--- config.mk ---
export PLATFORM = sky130hd
export DESIGN_NAME = data_port_arbiter
export DESIGN_NICKNAME = d
export VERILOG_FILES = /design/src/rtl/data_port_arbiter.sv
export SDC_FILE = /design/constraint.sdc
export NUM_CORES = 1
export LEC_CHECK = 0
export ABC_AREA = 1
export CAP_MARGIN = 15
export CORE_MARGIN = 2
export CORE_UTILIZATION = 34
export DETAILED_ROUTE_END_ITERATION = 8
export PLACE_DENSITY = 0.87
export SYNTH_ARGS = -nofsm -noshare
export SYNTH_HDL_FRONTEND = slang
export SYNTH_SLANG_ARGS = --single-unit
--- constraint.sdc ---
create_clock -name clk -period 3.55 [get_ports clk]
set_clock_uncertainty 0.15 [all_clocks]
set_input_delay 0.71 -clock clk [delete_from_list [all_inputs] [get_ports clk]]
set_output_delay 0.71 -clock clk [all_outputs]
set_load 0.005 [all_outputs]
--- src/rtl/data_port_arbiter.sv ---
// Arbitrates one data-cache port between the CPU and the read-only FPGA readout requester.
// Optional macro DPA_STARVE_GUARD_EN adds a starvation counter that forces a debug grant.
module data_port_arbiter #(
    parameter int unsigned READ_LAT     = 1,
    parameter int unsigned STARVE_LIMIT = 4
) (
    input  logic        clk,
    input  logic        reset,
    input  logic        cpu_req,
    input  logic        cpu_we,
    input  logic [31:0] cpu_addr,
    input  logic [31:0] cpu_wdata,
    output logic [31:0] cpu_rdata,
    output logic        cpu_rvalid,
    output logic        cpu_stall,
    input  logic        dbg_req,
    input  logic [31:0] dbg_addr,
    output logic [31:0] dbg_rdata,
    output logic        dbg_rvalid,
    output logic        dbg_busy,
    output logic        mem_en,
    output logic        mem_we,
    output logic [31:0] mem_addr,
    output logic [31:0] mem_wdata,
    input  logic [31:0] mem_rdata
);

    localparam int unsigned DATA_W   = 32;
    localparam int unsigned LAT_W    = 2;
    localparam int unsigned STARVE_W = 4;

    typedef enum logic [1:0] {
        IDLE   = 2'd0,
        CPU_RD = 2'd1,
        DBG_RD = 2'd2
    } state_t;

    state_t              state_q;
    state_t              state_d;
    logic [LAT_W-1:0]    lat_q;
    logic [LAT_W-1:0]    lat_d;
    logic [DATA_W-1:0]   cpu_rdata_q;
    logic [DATA_W-1:0]   dbg_rdata_q;
    logic                cpu_grant;
    logic                dbg_grant;
    logic                force_dbg;

`ifdef DPA_STARVE_GUARD_EN
    logic [STARVE_W-1:0] starve_q;

    // Counts cycles a pending debug read is passed over; saturates at the limit.
    always_ff @(posedge clk or posedge reset) begin
        if (reset) begin
            starve_q <= '0;
        end else if (!dbg_req || dbg_grant) begin
            starve_q <= '0;
        end else if (starve_q != STARVE_W'(STARVE_LIMIT)) begin
            starve_q <= starve_q + STARVE_W'(1);
        end
    end

    assign force_dbg = (starve_q == STARVE_W'(STARVE_LIMIT));
`else
    logic [STARVE_W-1:0] unused_starve_limit;

    assign unused_starve_limit = STARVE_W'(STARVE_LIMIT);
    assign force_dbg           = 1'b0;
`endif

    // State and latency counter register.
    always_ff @(posedge clk or posedge reset) begin
        if (reset) begin
            state_q <= IDLE;
            lat_q   <= '0;
        end else begin
            state_q <= state_d;
            lat_q   <= lat_d;
        end
    end

    // Arbitration, memory port drive and read-return strobes.
    always_comb begin
        state_d    = state_q;
        lat_d      = lat_q;
        cpu_grant  = 1'b0;
        dbg_grant  = 1'b0;
        cpu_rvalid = 1'b0;
        dbg_rvalid = 1'b0;
        mem_en     = 1'b0;
        mem_we     = 1'b0;
        mem_addr   = '0;
        mem_wdata  = '0;

        case (state_q)
            IDLE: begin
                if (!reset) begin
                    if (cpu_req && !(dbg_req && force_dbg)) begin
                        cpu_grant = 1'b1;
                    end else if (dbg_req) begin
                        dbg_grant = 1'b1;
                    end
                end
                if (cpu_grant) begin
                    mem_en    = 1'b1;
                    mem_we    = cpu_we;
                    mem_addr  = cpu_addr;
                    mem_wdata = cpu_wdata;
                    if (!cpu_we) begin
                        state_d = CPU_RD;
                        lat_d   = LAT_W'(READ_LAT);
                    end
                end else if (dbg_grant) begin
                    mem_en   = 1'b1;
                    mem_addr = dbg_addr;
                    state_d  = DBG_RD;
                    lat_d    = LAT_W'(READ_LAT);
                end
            end
            CPU_RD: begin
                if (lat_q == LAT_W'(1)) begin
                    cpu_rvalid = 1'b1;
                    state_d    = IDLE;
                    lat_d      = '0;
                end else begin
                    lat_d = lat_q - LAT_W'(1);
                end
            end
            DBG_RD: begin
                if (lat_q == LAT_W'(1)) begin
                    dbg_rvalid = 1'b1;
                    state_d    = IDLE;
                    lat_d      = '0;
                end else begin
                    lat_d = lat_q - LAT_W'(1);
                end
            end
            default: begin
                state_d = IDLE;
                lat_d   = '0;
            end
        endcase
    end

    // Returned data is captured on the strobe cycle and held until the next one.
    always_ff @(posedge clk or posedge reset) begin
        if (reset) begin
            cpu_rdata_q <= '0;
            dbg_rdata_q <= '0;
        end else begin
            if (cpu_rvalid) begin
                cpu_rdata_q <= mem_rdata;
            end
            if (dbg_rvalid) begin
                dbg_rdata_q <= mem_rdata;
            end
        end
    end

    // Strobe cycle forwards memory data so rdata is valid alongside rvalid.
    assign cpu_rdata = cpu_rvalid ? mem_rdata : cpu_rdata_q;
    assign dbg_rdata = dbg_rvalid ? mem_rdata : dbg_rdata_q;

    assign cpu_stall = cpu_req & ~((cpu_grant & cpu_we) | cpu_rvalid);
    assign dbg_busy  = dbg_req & ~dbg_rvalid;

endmodule
==> impl_metrics.tcl <==
set metrics [dict create \
    min_path_type "register to register" \
    clk-insertion-delay-late_ns 0.33 \
    synth_fa_ha_area_share_pct 1.840 \
    antenna_left 0 \
    die_height_um 104.0 \
    rsz0062_at_grt "false" \
    grtUsageTotal_pct 22.94 \
    synth_compound_area_share_pct 10.01 \
    firstDrtPassIters 6 \
    synth_cell_types 15 \
    syn_avg_cell_area_sq_um 7.342 \
    wl_um 12700 \
    hold-path-cell-count 2 \
    routedWlPerCell_um 14.80 \
    cts.sinks 68 \
    cts_root_buffer "clkbuf_8" \
    p_leak_nw 3.118 \
    area_growth_pct 88.41 \
    dp_slack_ns 0.09982 \
    irDropWorstVdd_uv 468.9 \
    yosysWarnings 0 \
    drive_gt1_share_pct 4.138 \
    synth_top_area_share_pct 50.06 \
    netlist_instances 463 \
    dp_hpwl_um 10270 \
    cts_setup_buffers 0 \
    final_cells 858 \
    htree_levels 3 \
    synth-seq-cells 68 \
    switchingPower_mw 1.409 \
    cts_tree "built" \
    routed_via_density 4.460 \
    overflow 0 \
    mostFrequentLayoutCell "clkdlybuf4s50_1" \
    status "completed" \
    tightestPinTransition_ns 0.8497 \
    critPathKind "input port to primary output" \
    drv_slew 0 \
    worstRegToRegCells 8 \
    rows 36 \
    finalWorstSetupSlack_ns 0.1840 \
    die-area_sq_um 10810 \
    syn_nets 601 \
    synth_area_leaders "dfrtp_1 50%, nand2_1 16%, o21ai_0 9.6%" \
    cp.arrival_ns 2.51 \
    clock_power_share_pct 13.6 \
    mostFrequentLayoutCells "266 x clkdlybuf4s50_1, 141 x nand2_1, 74 x inv_1" \
    postPlaceCellArea_sq_um 6221 \
    yosysTopAreaCell "dfrtp_1" \
    combPwrFrac_pct 55.9 \
    max_cap_viol_count 0 \
    fin_crit_sh_pct 94.82 \
    core_area_sq_um 9729 \
    place_inst 843 \
    startpoint_type "input port" \
    vias 3827 \
    clk_path_buf_depth 2 \
    portBuffers 266 \
    final_nets 859 \
    yosysSeqAreaShare_pct 50.06 \
    fmax_mhz 297.1 \
    netlist_area_sq_um 3400 \
    numCtsBuffers 9 \
    synth_top_family_by_area "simple AND/OR/NAND/NOR gates" \
    die_x_um 104.0 \
    antenna_found_initial 0 \
    yosys.area_share.simple_pct 25.98 \
    finalCriticalPeriod_ns 3.366 \
    p_int_mw 2.739 \
    setup_viol 0 \
    cp_max_fo 32 \
    required_ns 2.69 \
    grt_pass1_vias 3724 \
    cp-end-kind "primary output" \
    tns_ns 0 \
    power_frac_seq_pct 30.5 \
    clk_pin_slew_worst_paths_ns 0.06 \
    final_area_sq_um 6405 \
    antenna_cells 0 \
    drt_iter0_drc 256 \
    grt_pass1_wl_um 19610 \
    slew_headroom_pct 43.35 \
    synth_mux_area_share_pct 0 \
    sw_frac_of_total_pct 33.97 \
    grt_max_degree 70 \
    power_density_nw_per_um2 647.7 \
    start_util_pct 34.94 \
    synth_xor_xnor_area_share_pct 0 \
    io_pins 267 \
    hold_viol_final 0 \
    cts-hold-fix-buffers 0 \
    routabilityCongestion 0.9538 \
    drc_errors 0 \
]
registers in the layout, indices dropped and copies added (netlist names):
register,count
cpu_rdata_q,32
state_q,2
dbg_rdata_q,32
lat_q,2
final timing paths:
check | end | from | slack (ns)
max | mem_wdata[13] | reset | 0.18
min | dbg_rdata_q[1] | dbg_rdata_q[1] | 0.35
max reg2reg | lat_q[0] | state_q[0] | 1.56
min reg2reg | dbg_rdata_q[1] | dbg_rdata_q[1] | 0.35
max in group asynchronous | cpu_rdata_q[2] | reset | 1.85
min in group asynchronous | lat_q[0] | reset | 0.84
per-stage QoR:
stage / total power [mW] / hold WS, ns / util [%]
final: 4.148 / 0.3457 / 65.83
after global routing: 4.457 / 0.3820 / 65.83
after CTS: 4.187 / 0.3515 / 65.75
after detailed placement: 3.600 / 0.3322 / 63.94
after global placement: 3.524 / 0.3148 / 63.94
after floorplan: 2.111 / 0.3030 / -
final cells by class:
class,count,area [sq um]
repair buffers,274,2773
inverters,77,291.5
flip-flops and latches,68,1702
well taps,133,166.4
clock buffers,11,151.4
clock inverters,4,25.02
fillers,818,3324
multi-input cells,291,1296
power groups by stage:
stage                     Combinational (mW)  Sequential, mW  Clock (mW)
after detailed placement                2.32            1.28           0
after CTS                               2.34            1.27       0.579
final                                   2.32            1.26       0.563
after global routing                    2.54            1.30       0.616
after global placement                  2.26            1.26           0
after floorplan                        0.866            1.24           0
metal layers:
metal  track usage (%)  routed length, um
met5                 0                  0
met2             41.54               6894
met1             26.70               4780
met3             5.952                849
met4             6.467                177
logic make-up (layout without fill, tap and decap cells):
family	count (synthesis)	after routing
buf+inv	104	366
simple gates	218	218
flops	68	68
fa+ha+maj	5	5
compound gates	68	68
timing repair:
action,4_1_cts,5_1_grt
endpoints found under the hold margin,0,0
gates resized for setup,0,3
endpoints found under the setup margin,0,9
synth_stat cells:
cell / count
ha_1: 5
inv_2: 3
nand3_1: 35
o21ai_0: 65
nand2_1: 143
buf_2: 17
clkbuf_1: 10
nand3b_1: 1
nor2_2: 1
nand4_1: 3
inv_1: 74
nor2_1: 34
nor2_4: 1
a21oi_1: 3
dfrtp_1: 68
worst max-delay path, stage by stage:
cell             delay, ns
clkdlybuf4s50_1       0.41
inv_2                 0.08
nand2_1               0.11
nor2_4                0.28
inv_4                 0.19
nor2_1                0.16
clkdlybuf4s50_1       0.54
Power figures use the tool's default switching activity.
